File: src/rtl/audio_dac_serializer_if.sv
// Sample-side handshake between user logic and the DAC serializer.
// master: the sample producer (drives samples, write strobe and flush).
// slave : the serializer (returns FIFO space, fill level and underrun pulse).
//   clear_audio_out_memory  synchronous FIFO flush
//   left/right_channel_audio_out  two's-complement samples
//   write_audio_out         push one stereo pair (ignored while full)
//   audio_out_allowed       FIFO not full
//   fifo_used               stereo pairs currently stored
//   underrun                one-cycle pulse at a frame start with an empty FIFO
interface audio_dac_serializer_if #(
    parameter int AUDIO_WIDTH = 32,
    parameter int FIFO_DEPTH  = 16
);
    logic                          clear_audio_out_memory;
    logic [AUDIO_WIDTH-1:0]        left_channel_audio_out;
    logic [AUDIO_WIDTH-1:0]        right_channel_audio_out;
    logic                          write_audio_out;
    logic                          audio_out_allowed;
    logic [$clog2(FIFO_DEPTH):0]   fifo_used;
    logic                          underrun;

    modport master (
        output clear_audio_out_memory, left_channel_audio_out,
               right_channel_audio_out, write_audio_out,
        input  audio_out_allowed, fifo_used, underrun
    );

    modport slave (
        input  clear_audio_out_memory, left_channel_audio_out,
               right_channel_audio_out, write_audio_out,
        output audio_out_allowed, fifo_used, underrun
    );
endinterface

File: src/rtl/audio_dac_serializer.sv
// Transmit-side WM8731 DAC engine. Buffers stereo pairs in a FIFO and shifts
// them out in left-justified format while acting as clock master.
// Ports:
//   CLOCK_50     system clock (only clock)
//   reset_n      asynchronous active-low reset
//   aud          sample handshake (slave side)
//   AUD_BCLK     bit clock, period 2*BCLK_HALF cycles
//   AUD_DACLRCK  word select, 0 = left slot, 1 = right slot
//   AUD_DACDAT   serial data, MSB first, changes on BCLK falling edges
module audio_dac_serializer #(
    parameter int AUDIO_WIDTH = 32,
    parameter int FIFO_DEPTH  = 16,
    parameter int BCLK_HALF   = 12
) (
    input  logic                  CLOCK_50,
    input  logic                  reset_n,
    audio_dac_serializer_if.slave aud,
    output logic                  AUD_BCLK,
    output logic                  AUD_DACLRCK,
    output logic                  AUD_DACDAT
);
    localparam int AW = $clog2(FIFO_DEPTH);
    localparam int FW = 2 * AUDIO_WIDTH;
    localparam int TW = $clog2(BCLK_HALF);
    localparam int BW = $clog2(FW);
    localparam logic [TW-1:0] TICK_LAST = TW'(BCLK_HALF - 1);
    localparam logic [BW-1:0] BIT_LAST  = BW'(FW - 1);
    localparam logic [BW-1:0] BIT_RIGHT = BW'(AUDIO_WIDTH);
    localparam logic [AW:0]   DEPTH     = (AW + 1)'(FIFO_DEPTH);

    logic [FW-1:0] mem_q [FIFO_DEPTH];
    logic [AW-1:0] wr_q, wr_d, rd_q, rd_d;
    logic [AW:0]   count_q, count_d;
    logic          allowed_q, allowed_d;
    logic [TW-1:0] tick_q, tick_d;
    logic          bclk_q, bclk_d;
    logic [BW-1:0] bit_q, bit_d, bit_next_s;
    logic          lrck_q, lrck_d;
    logic [FW-1:0] shift_q, shift_d;
    logic          dat_q, dat_d;
    logic          underrun_q, underrun_d;
    logic          tick_wrap_s, fall_s, frame_start_s, empty_s, push_s, pop_s;

    assign tick_wrap_s   = (tick_q == TICK_LAST);
    assign fall_s        = tick_wrap_s & bclk_q;
    assign bit_next_s    = (bit_q == BIT_LAST) ? {BW{1'b0}} : bit_q + BW'(1);
    assign frame_start_s = fall_s & (bit_next_s == {BW{1'b0}});
    assign empty_s       = (count_q == {(AW + 1){1'b0}});
    assign push_s        = aud.write_audio_out & allowed_q & ~aud.clear_audio_out_memory;
    assign pop_s         = frame_start_s & ~empty_s;

    // FIFO pointer and fill-level next state; flush overrides push and pop.
    always_comb begin
        wr_d    = wr_q;
        rd_d    = rd_q;
        count_d = count_q;
        if (aud.clear_audio_out_memory) begin
            wr_d    = {AW{1'b0}};
            rd_d    = {AW{1'b0}};
            count_d = {(AW + 1){1'b0}};
        end else begin
            if (push_s) begin
                wr_d = wr_q + AW'(1);
            end else begin
                wr_d = wr_q;
            end
            if (pop_s) begin
                rd_d = rd_q + AW'(1);
            end else begin
                rd_d = rd_q;
            end
            case ({push_s, pop_s})
                2'b10:   count_d = count_q + (AW + 1)'(1);
                2'b01:   count_d = count_q - (AW + 1)'(1);
                default: count_d = count_q;
            endcase
        end
        allowed_d = (count_d != DEPTH);
    end

    // Bit clock, frame position and shift register next state.
    always_comb begin
        tick_d     = tick_wrap_s ? {TW{1'b0}} : tick_q + TW'(1);
        bclk_d     = tick_wrap_s ? ~bclk_q : bclk_q;
        bit_d      = bit_q;
        lrck_d     = lrck_q;
        shift_d    = shift_q;
        dat_d      = dat_q;
        underrun_d = 1'b0;
        if (fall_s) begin
            bit_d  = bit_next_s;
            lrck_d = (bit_next_s >= BIT_RIGHT);
            if (frame_start_s) begin
                if (empty_s) begin
                    shift_d    = {FW{1'b0}};
                    underrun_d = 1'b1;
                end else begin
                    shift_d = mem_q[rd_q];
                end
            end else begin
                shift_d = {shift_q[FW-2:0], 1'b0};
            end
            // Present the new MSB in the same falling edge, so the left MSB
            // lines up with the LRCK 1->0 transition.
            dat_d = shift_d[FW-1];
        end else begin
            dat_d = dat_q;
        end
    end

    // Sample storage; contents are don't-care until written, so no reset.
    always_ff @(posedge CLOCK_50) begin
        if (push_s) begin
            mem_q[wr_q] <= {aud.left_channel_audio_out, aud.right_channel_audio_out};
        end
    end

    // State registers with asynchronous reset.
    always_ff @(posedge CLOCK_50 or negedge reset_n) begin
        if (!reset_n) begin
            wr_q       <= {AW{1'b0}};
            rd_q       <= {AW{1'b0}};
            count_q    <= {(AW + 1){1'b0}};
            allowed_q  <= 1'b1;
            tick_q     <= {TW{1'b0}};
            bclk_q     <= 1'b0;
            bit_q      <= BIT_LAST;
            lrck_q     <= 1'b0;
            shift_q    <= {FW{1'b0}};
            dat_q      <= 1'b0;
            underrun_q <= 1'b0;
        end else begin
            wr_q       <= wr_d;
            rd_q       <= rd_d;
            count_q    <= count_d;
            allowed_q  <= allowed_d;
            tick_q     <= tick_d;
            bclk_q     <= bclk_d;
            bit_q      <= bit_d;
            lrck_q     <= lrck_d;
            shift_q    <= shift_d;
            dat_q      <= dat_d;
            underrun_q <= underrun_d;
        end
    end

    assign aud.audio_out_allowed = allowed_q;
    assign aud.fifo_used         = count_q;
    assign aud.underrun          = underrun_q;
    assign AUD_BCLK              = bclk_q;
    assign AUD_DACLRCK           = lrck_q;
    assign AUD_DACDAT            = dat_q;
endmodule

File: src/flat_wrapper.sv
// flat-port wrapper written by rule: the top's interface ports become plain ports
module audio_dac_serializer_flat 
#(
    parameter int AUDIO_WIDTH = 32,
    parameter int FIFO_DEPTH  = 16,
    parameter int BCLK_HALF   = 12
)
  (CLOCK_50, reset_n, AUD_BCLK, AUD_DACLRCK, AUD_DACDAT, aud_clear_audio_out_memory, aud_left_channel_audio_out, aud_right_channel_audio_out, aud_write_audio_out, aud_audio_out_allowed, aud_fifo_used, aud_underrun);
  audio_dac_serializer_if #(.AUDIO_WIDTH(AUDIO_WIDTH), .FIFO_DEPTH(FIFO_DEPTH)) aud_i ();
  input  logic CLOCK_50;
  input  logic reset_n;
  output logic AUD_BCLK;
  output logic AUD_DACLRCK;
  output logic AUD_DACDAT;
  input wire logic [$bits(aud_i.clear_audio_out_memory)-1:0] aud_clear_audio_out_memory;
  input wire logic [$bits(aud_i.left_channel_audio_out)-1:0] aud_left_channel_audio_out;
  input wire logic [$bits(aud_i.right_channel_audio_out)-1:0] aud_right_channel_audio_out;
  input wire logic [$bits(aud_i.write_audio_out)-1:0] aud_write_audio_out;
  output wire logic [$bits(aud_i.audio_out_allowed)-1:0] aud_audio_out_allowed;
  output wire logic [$bits(aud_i.fifo_used)-1:0] aud_fifo_used;
  output wire logic [$bits(aud_i.underrun)-1:0] aud_underrun;
  assign aud_i.clear_audio_out_memory = aud_clear_audio_out_memory;
  assign aud_i.left_channel_audio_out = aud_left_channel_audio_out;
  assign aud_i.right_channel_audio_out = aud_right_channel_audio_out;
  assign aud_i.write_audio_out = aud_write_audio_out;
  assign aud_audio_out_allowed = aud_i.audio_out_allowed;
  assign aud_fifo_used = aud_i.fifo_used;
  assign aud_underrun = aud_i.underrun;
  audio_dac_serializer #(.AUDIO_WIDTH(AUDIO_WIDTH), .FIFO_DEPTH(FIFO_DEPTH), .BCLK_HALF(BCLK_HALF)) u_core (.CLOCK_50(CLOCK_50), .reset_n(reset_n), .aud(aud_i), .AUD_BCLK(AUD_BCLK), .AUD_DACLRCK(AUD_DACLRCK), .AUD_DACDAT(AUD_DACDAT));
endmodule
File: config.mk
export PLATFORM = sky130hd
export DESIGN_NAME = audio_dac_serializer_flat
export DESIGN_NICKNAME = d
export VERILOG_FILES = /design/src/rtl/audio_dac_serializer_if.sv /design/src/rtl/audio_dac_serializer.sv /design/src/flat_wrapper.sv
export SDC_FILE = /design/constraint.sdc
export NUM_CORES = 1
export LEC_CHECK = 0
export BUFFER_PORTS_ARGS = -buffer_cell sky130_fd_sc_hd__buf_2
export CORE_ASPECT_RATIO = 0.7
export CORE_MARGIN = 2
export CORE_UTILIZATION = 60
export DETAILED_ROUTE_END_ITERATION = 7
export MAX_ROUTING_LAYER = met4
export PLACE_DENSITY = 0.83
export SKIP_CTS_REPAIR_TIMING = 1
export SYNTH_ARGS = -nofsm -noshare
export SYNTH_HDL_FRONTEND = slang
export SYNTH_SLANG_ARGS = --single-unit
export TNS_END_PERCENT = 1
File: constraint.sdc
create_clock -name CLOCK_50 -period 4.07 [get_ports CLOCK_50]
set_input_delay 0.2035 -clock CLOCK_50 [delete_from_list [all_inputs] [get_ports CLOCK_50]]
set_output_delay 0.2035 -clock CLOCK_50 [all_outputs]
set_load 0.03 [all_outputs]
; After elaboration in Yosys (flattened, before gate mapping)
; Memories as Yosys holds them, arrays and structs flattened.
; Cells that the tools add are included.
; W data, S select, Z words.
[totals]
output_inout_bits = 10
n_memories = 1
mem_bits_rw = 1024
ff_bits = 91
wordCells = 51
[mem_list]
columns = memory, words, word_bits, rd, rd_clocked_by_memory_dff, write_ports, line_no
row1 = u_core.mem_q, 16, 64, 1, 0, 1, audio_dac_serializer.sv:31  ; logic [FW-1:0] mem_q [FIFO_DEPTH];
[op_classes]
reduce_logical = 4
n_mux = 15
addsub = 6
bitwise_logic = 8
magnitude_cmp = 1
n_eq_ne = 5
[ops]
columns = cell, n
row1 = $mux W64, 2
row2 = $mux W4, 5
row3 = $add A4 B1 Y4 const B, 3
row4 = $pmux W5 S2, 1
row5 = $add A6 B1 Y6 const B, 1
row6 = $eq A6 B6 Y1 const B, 1
row7 = $ge A6 B6 Y1 const B, 1
row8 = $logic_not A6 Y1, 1
row9 = $mux W6, 1
row10 = $add A5 B1 Y5 const B, 1
row11 = $and A1 B1 Y1, 5
row12 = $logic_not A5 Y1, 1
row13 = $mux W1, 5
row14 = $mux W5, 1
row15 = $ne A5 B5 Y1 const B, 1
row16 = $sub A5 B1 Y5 const B, 1
row17 = $eq A4 B4 Y1 const B, 1
row18 = $reduce_bool A2 Y1, 2
row19 = $not A1 Y1, 3
row20 = $eq A2 B1 Y1 const B, 1
row21 = $eq A2 B2 Y1 const B, 1

; Depth between registers and ports, before layout
[logic_depth]
ltp_word = 9
ltp_mapped = 15
mapped_depth_nobuf = 14

; Worst setup path after synthesis
; OpenSTA, ideal clock, no wires.
[synth_path]
path_type = register to register
startpoint = register u_core.bclk_q, in the netlist u_core.AUD_BCLK
endpoint = register u_core.allowed_q, in the netlist u_core.aud.audio_out_allowed
t_required_ns = 4.002
path_slack_ns = 0.513
path_buffers = 2
setup_time_ns = 0.068
t_arrival_ns = 3.490
stages_incl_launch_ff = 15
synth_period_minus_slack_ns = 3.557
path_cell_list = dfrtp_1 and4b_1 clkbuf_1 and2_1 o311ai_4 nor2_1 clkbuf_1 ha_1 a21oi_1 nor3_1 nand3_1 nor4bb_1 a221o_1 or3_4 nand4bb_1
[synth_between]
elab_chain_cells = 7
word_cells_on_any_way = 8
[synth_lines]
columns = element, line_no
row1 = from (decl), audio_dac_serializer.sv:36  ; logic bclk_q, bclk_d;
row2 = from (signal assigned), audio_dac_serializer.sv:138  ; bclk_q <= bclk_d;
row3 = $and A1 B1 Y1 (*), audio_dac_serializer.sv:45  ; assign fall_s = tick_wrap_s & bclk_q;
row4 = $and A1 B1 Y1 (*), audio_dac_serializer.sv:47  ; assign frame_start_s = fall_s & (bit_next_s == {BW{1'b0}});
row5 = $and A1 B1 Y1 (*), audio_dac_serializer.sv:50  ; assign pop_s = frame_start_s & ~empty_s;
row6 = $eq A2 B1 Y1 or $eq A2 B2 Y1 (tied branches), audio_dac_serializer.sv:72  ; case ({push_s, pop_s})
row7 = $pmux W5 S2 (*), audio_dac_serializer.sv:72
row8 = $mux W5 (*), audio_dac_serializer.sv:57  ; if (aud.clear_audio_out_memory) begin
row9 = named net u_core.count_d[4], audio_dac_serializer.sv:33  ; logic [AW:0] count_q, count_d;
row10 = $ne A5 B5 Y1 (*), audio_dac_serializer.sv:78  ; allowed_d = (count_d != DEPTH);
row11 = named net u_core.allowed_d, audio_dac_serializer.sv:34  ; logic allowed_q, allowed_d;
row12 = to (signal assigned), audio_dac_serializer.sv:136  ; allowed_q <= allowed_d;
row13 = to (decl), audio_dac_serializer.sv:34
; The timed path passes the listed nets; every way through them passes the cells marked *.
; A chain may end at the register's enable or synchronous reset.

; Final worst setup path
[layout_path]
startpoint = register u_core.bit_q[0]
endpoint = register u_core.allowed_q, in the netlist u_core.aud.audio_out_allowed
[layout_between]
elab_chain_cells = 9
word_cells_on_any_way = 11
[layout_lines]
columns = element, line_no
row1 = from (decl), audio_dac_serializer.sv:37  ; logic [BW-1:0] bit_q, bit_d, bit_next_s;
row2 = from (signal assigned), audio_dac_serializer.sv:139  ; bit_q <= bit_d;
row3 = $add A6 B1 Y6 or $eq A6 B6 Y1 (tied branches), audio_dac_serializer.sv:46  ; assign bit_next_s = (bit_q == BIT_LAST) ? {BW{1'b0}} : bit_q + BW'(1);
row4 = $mux W6 (*), audio_dac_serializer.sv:46
row5 = $logic_not A6 Y1 (*), audio_dac_serializer.sv:47
row6 = $and A1 B1 Y1 (*), audio_dac_serializer.sv:47
row7 = $and A1 B1 Y1 (*), audio_dac_serializer.sv:50
row8 = $eq A2 B1 Y1 or $eq A2 B2 Y1 (tied branches), audio_dac_serializer.sv:72
row9 = $pmux W5 S2 (*), audio_dac_serializer.sv:72
row10 = $mux W5 (*), audio_dac_serializer.sv:57
row11 = named net u_core.count_d[4], audio_dac_serializer.sv:33
row12 = $ne A5 B5 Y1 (*), audio_dac_serializer.sv:78
row13 = named net u_core.allowed_d, audio_dac_serializer.sv:34
; Marked as above.

==> reports/metrics.csv <==
metric,value,unit
Final #Nets,2153,
area grow syn2layout,13.9,%
vias post-DR,21300,
sequential element share of the synthesized area,77.3,%
worst skew pair latency,0.66,ns
first-pass GRT wire length,146000,um
Max H-tree Level,3,
combinational share of power,1.9,%
number of global-route vias before repair,22500,
WL final,100000,um
R2R cell count,13,
Power per Cell Area,463,nW/um^2
Slew Limit Headroom,25.4,%
Worst-Margin Slew,1.12,ns
CTS tree,built,
Critical Path RT,4.66,ns
Net Sw Frac,19.7,%
die width,323,um
HP Class,in -> async,
CTS Sinks,1115,
layout cells sized above 1,29.8,%
die area,73400,sq um
Max Slew Vio Count,0,
CTS Root Cell,clkbuf_16,
Psw,4.44,mW
Clock Tree Buf Depth,3,
synth warn,0,
number of buffers created by CTS,97,
Period minus WS final,3.62,ns
largest net degree at the start of global routing,71,
DIE HEIGHT,227,um
Vias/cell,6.83,
RSZ-0062 raised after global routing,false,
Synth cell types,54,
final setup vio count,0,
Fin. Hold Viols,0,
Clock Skew,0.0261,ns
Int Power,18.1,mW
Syn Nets,1961,
antenna-violating nets left,0,
Final GP Congestion,0.783,
Port-buffer cells,77,
gate count after technology mapping,1883,
gr ovfl total,0,
GRT Total Usage,28.9,%
CP Max Fanout,7,
Placed Cells,2863,
Startpoint Class,register,
syn_area_per_cell,22.7,sq um
Rows,81,
status,completed,
Mapped Area,42700,sq um
critical path endpoint category,register,
DRC errors left,0,
First-pass DRT Iterations,6,
Non-Filler Instances,3115,
fmax,0.276,GHz
I/O Pins,78,
setup_tns,0,ns
max_cap viols,0,
antenna violations before repair,5,
initial core utilization,60.9,%
Max VDD drop,0.409,mV
Final Util,69.4,%
most common flop cell mapped by yosys,edfxtp_1,
CP arrival,4.22,ns
Clk network pwr share,42.1,%
DP Wirelength,48900,um
1st-iter DRT viols,2898,
Synth Register Bits,1115,
Reg power frac,56.0,%
fill count,3967,
"Clk pin slew, worst setup/hold paths",0.07,ns
Wirelength per Cell,32.1,um
Tcrit/Tclk final,89.0,%
critical path class,reg -> reg,
core area,70100,sq um
"EDFF count, synth",1024,
Leakage,15.5,nW
fraction of registers with async set/reset,8.16,%
==> synthesized netlist by cell type, types with 2 or more instances <==
cell type  instances  area share [%]
edfxtp_1        1024              72
buf_2              6           0.070
inv_1              4           0.035
a221oi_1          63             1.3
o21ai_0            3           0.035
nand2b_1           3           0.044
and3_4             2           0.053
a21oi_1            3           0.035
nor2_1           147             1.3
dfstp_2            7            0.43
a31oi_1            2           0.029
xor2_1             8            0.16
and2_1            19            0.28
nor4bb_1           2           0.047
buf_1             22            0.19
mux2i_1            2           0.047
nand4_1            3           0.044
dfrtp_1           84             4.9
xnor2_1            8            0.16
mux4_2           320              17
nand2_1           19            0.17
nand3_1            4           0.047
and3_1             3           0.044
nor3_2             2           0.047
clkbuf_1          76            0.67
ha_1              10            0.29
nor2b_1            2           0.029
nor3_1             6           0.070
a21o_1             4           0.070
==> cell usage in the layout (no fill, tap or decap), types with 6 or more instances in the layout <==
cell type,n
nor2_1,146
bufinv_16,13
clkinv_2,26
clkinv_1,13
buf_12,28
xnor2_1,8
dfrtp_1,80
edfxtp_1,1024
xor2_1,8
clkbuf_16,99
clkbuf_1,15
dfstp_2,7
clkinvlp_4,6
buf_2,76
ha_1,10
and2_4,16
a221oi_1,63
nor3_1,6
dlygate4sd3_1,67
buf_4,27
nand2_1,18
mux4_2,320
==> power by group through the flow <==
stage	Combinational [mW]	Clock (mW)	Sequential [mW]
after floorplan	0.117	0	12.8
after global placement	0.334	0	12.8
after detailed placement	0.360	0	12.8
after CTS	0.371	9.55	12.6
after global routing	0.463	9.94	12.6
final	0.432	9.48	12.6
==> stage by stage <==
step / area (sq um) / hold WS, ns / power, mW / worst slack (ns)
detailed placement: 44700 / 0.460 / 13.2 / 0.583
CTS: 48000 / -0.233 / 22.5 / 0.584
finish: 48700 / 0.291 / 22.5 / 0.448
floorplan: 42700 / -0.0921 / 13.0 / 0.513
global route: 48700 / 0.378 / 23.0 / 0.448
global placement: 44700 / 0.440 / 13.2 / 0.799
==> sequential cells by signal, summed over array words and instances, names as in the netlist <==
| signal | cells |
|---|---|
| u_core.rd_q | 4 |
| u_core.aud.underrun | 1 |
| u_core.mem_q | 1024 |
| u_core.bit_q | 6 |
| u_core.AUD_BCLK | 1 |
| u_core.aud.fifo_used | 5 |
| u_core.AUD_DACLRCK | 1 |
| u_core.tick_q | 4 |
| u_core.shift_q | 63 |
| u_core.AUD_DACDAT | 1 |
| u_core.aud.audio_out_allowed | 1 |
| u_core.wr_q | 4 |
==> kinds of logic (layout without fill, tap and decap cells) <==
kind of cell	Yosys count	in the layout	synth area share, %
DFF	1115	1115	77.3
adders and majority gates	10	10	0.293
muxes	325	325	17.0
and+or+nand+nor	221	221	2.35
AOI/OAI and AO/OA	87	87	1.76
buffers and inverters	109	382	0.978
xor gates and xnor gates	16	16	0.328
other	0	5	0
==> area by class of cell <==
type	instances	area, sq um	share of cell area (%)
Clock buffer	117	2570	5.29
Inverter	4	15.0	0.0309
Timing Repair Buffer	198	1810	3.73
Antenna cell	5	12.5	0.0257
Multi-Input combinational cell	659	9340	19.2
Tap cell	954	1190	2.45
Clock inverter	63	658	1.35
Sequential cell	1115	33100	67.9
==> per-layer routing <==
layer  track usage (%)  wire [um]  share of wire [%]  up-vias
met1              36.3      35800                 36    11200
met3              5.32       9090                9.1      239
met5                 -          0                  0        -
li1                  -          -                  -     8352
met2              48.2      52200                 52     1474
met4              9.74       2830                2.8        0
==> critical path, stage by stage (launching register included) <==
cell and delay (ns):
dfstp_2 0.60, ha_1 0.30, and3_4 0.26, o311ai_4 0.15
nor3_2 0.30, xor2_1 0.18, ha_1 0.19, a21oi_1 0.07
nor3_1 0.28, nand3_1 0.19, nor4bb_1 0.20, a221o_1 0.31
or3_4 0.40, nand4bb_1 0.13
==> path summary, 6_finish.rpt <==
kind                                            startpoint                                      to  slack (ns)
setup reg to reg               u_core.bit_q[0]$_DFFE_PN1P_  u_core.aud.audio_out_allowed$_DFF_PN1_        0.45
hold reg to reg                 u_core.tick_q[0]$_DFF_PN0_              u_core.tick_q[0]$_DFF_PN0_        0.48
min in group CLOCK_50      aud_right_channel_audio_out[26]           u_core.mem_q[3][26]$_DFFE_PP_        0.48
max in group asynchronous                          reset_n          u_core.shift_q[19]$_DFFE_PN0P_        2.75
setup / recovery               u_core.bit_q[0]$_DFFE_PN1P_  u_core.aud.audio_out_allowed$_DFF_PN1_        0.45
hold / removal                                     reset_n             u_core.AUD_BCLK$_DFFE_PN0N_        0.29
Note: power is estimated with default switching activity, not from simulation.
